--- src/rtl/seq_divider.sv ---
// rtl/seq_divider.sv - iterative restoring divider for DIV/DIVU/REM/REMU
// One trial subtraction per cycle through a fixed-subtract adder_substracter.

module adder_substracter #(
  parameter int WIDTH = 33
) (
  input  logic [WIDTH-1:0] a_i,
  input  logic [WIDTH-1:0] b_i,
  input  logic             sub_i,
  output logic [WIDTH-1:0] result_o,
  output logic             carry_o
);
  logic [WIDTH:0] sum;

  // In subtract mode carry_o is the borrow out of the top bit.
  always_comb begin
    sum = '0;
    if (sub_i) sum = {1'b0, a_i} - {1'b0, b_i};
    else       sum = {1'b0, a_i} + {1'b0, b_i};
  end

  assign result_o = sum[WIDTH-1:0];
  assign carry_o  = sum[WIDTH];
endmodule

module seq_divider #(
  parameter int NUMBER_OF_BITS = 32
) (
  input  logic                      clk,
  input  logic                      rst,
  input  logic                      start,
  input  logic                      is_signed,
  input  logic [NUMBER_OF_BITS-1:0] dividend,
  input  logic [NUMBER_OF_BITS-1:0] divisor,
  output logic                      busy,
  output logic                      done,
  output logic [NUMBER_OF_BITS-1:0] quotient,
  output logic [NUMBER_OF_BITS-1:0] remainder,
  output logic                      div_by_zero
);
  localparam int N  = NUMBER_OF_BITS;
  localparam int W  = N + 1;
  localparam int CW = $clog2(N);

  typedef enum logic [2:0] {IDLE, PREP, DIVIDE, FIX, DONE} state_t;

  state_t          state_q, state_d;
  logic            signed_q, signed_d;
  logic [N-1:0]    dvd_q, dvd_d;
  logic [N-1:0]    dvs_q, dvs_d;
  logic [W-1:0]    rem_q, rem_d;
  logic [CW-1:0]   cnt_q, cnt_d;
  logic            qneg_q, qneg_d;
  logic            rneg_q, rneg_d;
  logic [N-1:0]    quo_q, quo_d;
  logic [N-1:0]    remo_q, remo_d;
  logic            dbz_q, dbz_d;

  logic [W-1:0]    shifted;
  logic [W-1:0]    diff;
  logic            borrow;
  logic [W-1:0]    r_next;
  logic [N-1:0]    q_next;
  logic [N-1:0]    dvd_abs, dvs_abs;
  logic            unused_rem_msb;

  // The partial remainder never reaches the divisor, so its top bit stays clear.
  assign shifted        = {rem_q[N-1:0], dvd_q[N-1]};
  assign unused_rem_msb = rem_q[N];

  adder_substracter #(.WIDTH(W)) u_sub (
    .a_i      (shifted),
    .b_i      ({1'b0, dvs_q}),
    .sub_i    (1'b1),
    .result_o (diff),
    .carry_o  (borrow)
  );

  assign r_next  = borrow ? shifted : diff;
  assign q_next  = {dvd_q[N-2:0], ~borrow};
  assign dvd_abs = (signed_q && dvd_q[N-1]) ? -dvd_q : dvd_q;
  assign dvs_abs = (signed_q && dvs_q[N-1]) ? -dvs_q : dvs_q;

  always_comb begin
    state_d  = state_q;
    signed_d = signed_q;
    dvd_d    = dvd_q;
    dvs_d    = dvs_q;
    rem_d    = rem_q;
    cnt_d    = cnt_q;
    qneg_d   = qneg_q;
    rneg_d   = rneg_q;
    quo_d    = quo_q;
    remo_d   = remo_q;
    dbz_d    = dbz_q;
    case (state_q)
      IDLE, DONE: begin
        if (start) begin
          dvd_d    = dividend;
          dvs_d    = divisor;
          signed_d = is_signed;
          state_d  = PREP;
        end else begin
          state_d  = IDLE;
        end
      end
      PREP: begin
        qneg_d = signed_q & (dvd_q[N-1] ^ dvs_q[N-1]);
        rneg_d = signed_q & dvd_q[N-1];
        rem_d  = '0;
        cnt_d  = CW'(N - 1);
        dvd_d  = dvd_abs;
        dvs_d  = dvs_abs;
        if (dvs_q == '0) begin
          quo_d   = '1;
          remo_d  = dvd_q;
          dbz_d   = 1'b1;
          state_d = DONE;
        end else if (signed_q && dvd_q == {1'b1, {(N-1){1'b0}}} && dvs_q == '1) begin
          quo_d   = dvd_q;
          remo_d  = '0;
          dbz_d   = 1'b0;
          state_d = DONE;
        end else begin
          state_d = DIVIDE;
        end
      end
      DIVIDE: begin
        rem_d = r_next;
        dvd_d = q_next;
        cnt_d = cnt_q - 1'b1;
        if (cnt_d == '0) state_d = FIX;
      end
      FIX: begin
        // Final quotient bit is resolved here, folded into the sign fix-up.
        quo_d   = qneg_q ? -q_next : q_next;
        remo_d  = rneg_q ? -r_next[N-1:0] : r_next[N-1:0];
        dbz_d   = 1'b0;
        state_d = DONE;
      end
      default: state_d = IDLE;
    endcase
  end

  always_ff @(posedge clk) begin
    if (rst) begin
      state_q  <= IDLE;
      signed_q <= 1'b0;
      dvd_q    <= '0;
      dvs_q    <= '0;
      rem_q    <= '0;
      cnt_q    <= '0;
      qneg_q   <= 1'b0;
      rneg_q   <= 1'b0;
      quo_q    <= '0;
      remo_q   <= '0;
      dbz_q    <= 1'b0;
    end else begin
      state_q  <= state_d;
      signed_q <= signed_d;
      dvd_q    <= dvd_d;
      dvs_q    <= dvs_d;
      rem_q    <= rem_d;
      cnt_q    <= cnt_d;
      qneg_q   <= qneg_d;
      rneg_q   <= rneg_d;
      quo_q    <= quo_d;
      remo_q   <= remo_d;
      dbz_q    <= dbz_d;
    end
  end

  assign busy        = (state_q == PREP) || (state_q == DIVIDE) || (state_q == FIX);
  assign done        = (state_q == DONE);
  assign quotient    = quo_q;
  assign remainder   = remo_q;
  assign div_by_zero = dbz_q;
endmodule

--- config.mk ---
export PLATFORM = sky130hd
export DESIGN_NAME = seq_divider
export DESIGN_NICKNAME = d
export VERILOG_FILES = /design/src/rtl/seq_divider.sv
export SDC_FILE = /design/constraint.sdc
export NUM_CORES = 1
export LEC_CHECK = 0
export CAP_MARGIN = 10
export CORE_ASPECT_RATIO = 0.8
export CORE_MARGIN = 4
export CORE_UTILIZATION = 58
export CTS_CLUSTER_SIZE = 28
export DETAILED_ROUTE_END_ITERATION = 10
export MAX_ROUTING_LAYER = met4
export PLACE_DENSITY = 0.8
export SYNTH_ARGS = -nofsm -noshare
export SYNTH_HDL_FRONTEND = slang
export SYNTH_SLANG_ARGS = --single-unit
--- constraint.sdc ---
create_clock -name clk -period 5.95 [get_ports clk]
set_clock_uncertainty 0.1 [all_clocks]
set_input_delay 0.595 -clock clk [delete_from_list [all_inputs] [get_ports clk]]
set_output_delay 0.595 -clock clk [all_outputs]
set_load 0.01 [all_outputs]
==> flow_metrics.env <==
export IMPL_antenna_found_initial=0
export IMPL_p_seq_frac=0.349
export IMPL_num_antenna_cells=0
export IMPL_io_pins=135
export IMPL_max_freq_mhz=177
export IMPL_pwr_share_clk=0.262
export IMPL_synth_ff_type="dfxtp_1"
export IMPL_slew_viol_final=0
export IMPL_wl_mm=47.6
export IMPL_area_growth_pct=14.1
export IMPL_via_count=14318
export IMPL_cp_end_kind="flip-flop"
export IMPL_synth_seq_cells=172
export IMPL_rsz0062_at_grt="no"
export IMPL_min_period_ns=5.64
export IMPL_vdd_drop_max_uv=200
export IMPL_drc=0
export IMPL_drt_iter0_drc=2283
export IMPL_grt_pass1_vias=12719
export IMPL_hold_viol_final=0
export IMPL_cp_arrival_ns=5.85
export IMPL_dpl_hpwl_mm=33.8
export IMPL_viasPerCell=6.87
export IMPL_synth_avg_cell_area_um2=7.11
export IMPL_regToRegEndpoint="quotient[24]"
export IMPL_htreeDepth=4
export IMPL_fin_util=0.673
export IMPL_cts_tree="done"
export IMPL_place_area_mm2=0.0139
export IMPL_root_buffer="clkbuf_16"
export IMPL_yosysSeqAreaShare=0.271
export IMPL_netlist_instances=1787
export IMPL_rrSetupSlack_ns=0.31
export IMPL_cts_buffer_depth=2
export IMPL_critical_path_class="flip-flop to flip-flop"
export IMPL_rows=48
export IMPL_synth_cell_types=89
export IMPL_p_per_area_mw_per_mm2=291
export IMPL_post_route_period_util=0.948
export IMPL_antenna_left=0
export IMPL_design_area_mm2=0.0145
export IMPL_drive_gt1_frac=0.0525
export IMPL_dp_slack_ns=0.580
export IMPL_core_mm2=0.0216
export IMPL_synth_top_cell_area_share=0.271
export IMPL_dp_cells=2052
export IMPL_leakage_nw=5.32
export IMPL_power_frac_comb=0.389
export IMPL_finalSetupTns_ns=0
export IMPL_dieWidth_um=174
export IMPL_cp_required_ns=6.16
export IMPL_intPower_mw=2.38
export IMPL_cp_max_fo=26
export IMPL_yosysWarnings=0
export IMPL_outcome="complete, no violations"
export IMPL_fp_dieArea_mm2=0.0244
export IMPL_grt_max_degree=173
export IMPL_swShare=0.435
export IMPL_overflow=0
export IMPL_synth_area_leaders="dfxtp_1 (27%), nor2_1 (8.0%), a21oi_1 (6.4%)"
export IMPL_multi_input_area_mm2=0.00846
export IMPL_p_sw_mw=1.83
export IMPL_wire_per_inst_um=22.8
export IMPL_max_slew_worst_pin_slew_ns=1.05
export IMPL_hold_class="flip-flop to flip-flop"
export IMPL_hold_end="quotient[1]"
export IMPL_postCtsHoldBufs=0
export IMPL_final_setup_worst_slack_ns=0.307
export IMPL_clk_pin_slew_ns=0.08
export IMPL_synth_edf_count=0
export IMPL_portBuffers=134
export IMPL_reg2reg_depth=17
export IMPL_grt_pass1_wl_mm=74.2
export IMPL_hold_path_depth=2
export IMPL_numCtsBuffers=17
export IMPL_ys_async_sr_fraction=0
export IMPL_dieHeight_um=140
export IMPL_synthesis_area_mm2=0.0127
export IMPL_timing_rr_start="dvs_q[4]"
export IMPL_clk_latency_ns=0.45
export IMPL_final_cells=2083
export IMPL_synth_largest_area_cell="dfxtp_1"
export IMPL_start_util=0.590
export IMPL_syn_nets=1895
export IMPL_fillers=1927
export IMPL_cts_sinks=172
export IMPL_slew_headroom=0.303
export IMPL_final_net_count=1904
export IMPL_place_gp_congestion=1.02
export IMPL_register_area_mm2=0.00344
export IMPL_track_usage=0.390
export IMPL_drtPass1Iterations=7
export IMPL_start_kind="flip-flop"
export IMPL_maxCapViolations=0
export IMPL_final_setup_viol_count=0
export IMPL_hp_start="quotient[1]"
==> flip-flops by register name, summed over array words and instances (netlist names) <==
name         cells
cnt_q            5
div_by_zero      1
dvd_q           32
dvs_q           32
qneg_q           1
quotient        32
rem_q           32
remainder       32
rneg_q           1
signed_q         1
state_q          3
==> worst max path at each step <==
stage              start            end  slack (ns)  cells past startpoint
3_3_place_gp    dvs_q[4]   quotient[24]        0.82                     17
3_5_place_dp    dvs_q[4]  remainder[28]        0.58                     21
2_1_floorplan  dvs_q[14]  remainder[28]        0.52                     25
5_1_grt         dvs_q[4]  remainder[28]      0.0003                     21
6_report        dvs_q[4]   quotient[24]        0.31                     17
4_1_cts         dvs_q[4]  remainder[28]        0.42                     21
==> worst max-delay path: stages, from the launching register on <==
cell	delay, ns
dfxtp_1	0.48
inv_1	0.15
ha_1	0.41
a21oi_1	0.22
and2_1	0.34
a211oi_4	0.13
o311ai_2	0.42
nand2_2	0.19
inv_2	0.43
ha_1	0.26
nor2b_1	0.42
nand4_1	0.31
or2_2	0.41
o21ai_0	0.23
xor2_1	0.20
nor2_1	0.06
a2111oi_0	0.64
nor3_1	0.11
==> cell usage after synthesis, drive strengths merged, types with 34 or more instances <==
master / count
nand2: 154
a21oi: 163
nor2: 270
xnor2: 34
dfxtp: 172
xor2: 40
nor3: 85
clkbuf: 127
inv: 52
o21ai: 118
ha: 39
buf: 37
a211oi: 39
a22oi: 34
==> cells in the final DEF (no fill, tap or decap), drive strengths merged, types with 33 or more instances in the layout <==
| cell type | n |
|---|---|
| nor2 | 270 |
| nand3 | 33 |
| xnor2 | 34 |
| nor3 | 85 |
| a21oi | 163 |
| clkdlybuf4s50 | 133 |
| a211oi | 39 |
| xor2 | 40 |
| o21ai | 118 |
| dfxtp | 172 |
| ha | 39 |
| nand2 | 154 |
| a22oi | 34 |
| inv | 60 |
==> cell families after synthesis <==
| kind of cell | Yosys count | share of synthesized area |
|---|---|---|
| AO/OA/AOI/OAI | 562 | 0.294 |
| AND/OR/NAND/NOR | 702 | 0.260 |
| adder cells (fa/ha/maj) | 40 | 0.0400 |
| XOR/XNOR | 74 | 0.0510 |
| buffers and inverters | 217 | 0.0682 |
| multiplexers | 20 | 0.0160 |
| flip-flops | 172 | 0.271 |
==> through the flow <==
stage          hold WS (ns)  power (mW)
2_1_floorplan         0.333        2.57
3_3_place_gp          0.341        3.02
3_5_place_dp          0.346        3.04
4_1_cts               0.357        4.14
5_1_grt               0.387        4.40
6_report              0.356        4.21
==> area by class of cell <==
class                           count  area share
Tap cell                          275      0.0237
Clock inverter                     14     0.00897
Multi-Input combinational cell   1398       0.583
Timing Repair Buffer              154       0.104
Inverter                           53      0.0137
Sequential cell                   172       0.237
Clock buffer                       17      0.0293
==> routing by layer <==
metal | up-vias | GRT usage | wire (um)
met1 | 6724 | 0.575 | 21100
met4 | 0 | 0.0772 | 901
met2 | 954 | 0.521 | 18800
met3 | 103 | 0.122 | 6720
li1 | 6537 | - | -
met5 | - | - | 0
==> power by group through the flow <==
stage / sequential [mW] / clock [mW] / combinational (mW)
floorplan: 1.34 / 0 / 1.23
CTS: 1.45 / 1.11 / 1.58
detailed placement: 1.48 / 0 / 1.56
finish: 1.47 / 1.10 / 1.64
global route: 1.48 / 1.15 / 1.77
global placement: 1.48 / 0 / 1.55
==> timing repair <==
action,in CTS,in global routing
setup endpoints to repair,0,2
gates resized for setup,0,1
setup buffers,0,0
No activity file was read; power rests on OpenSTA's default activity.
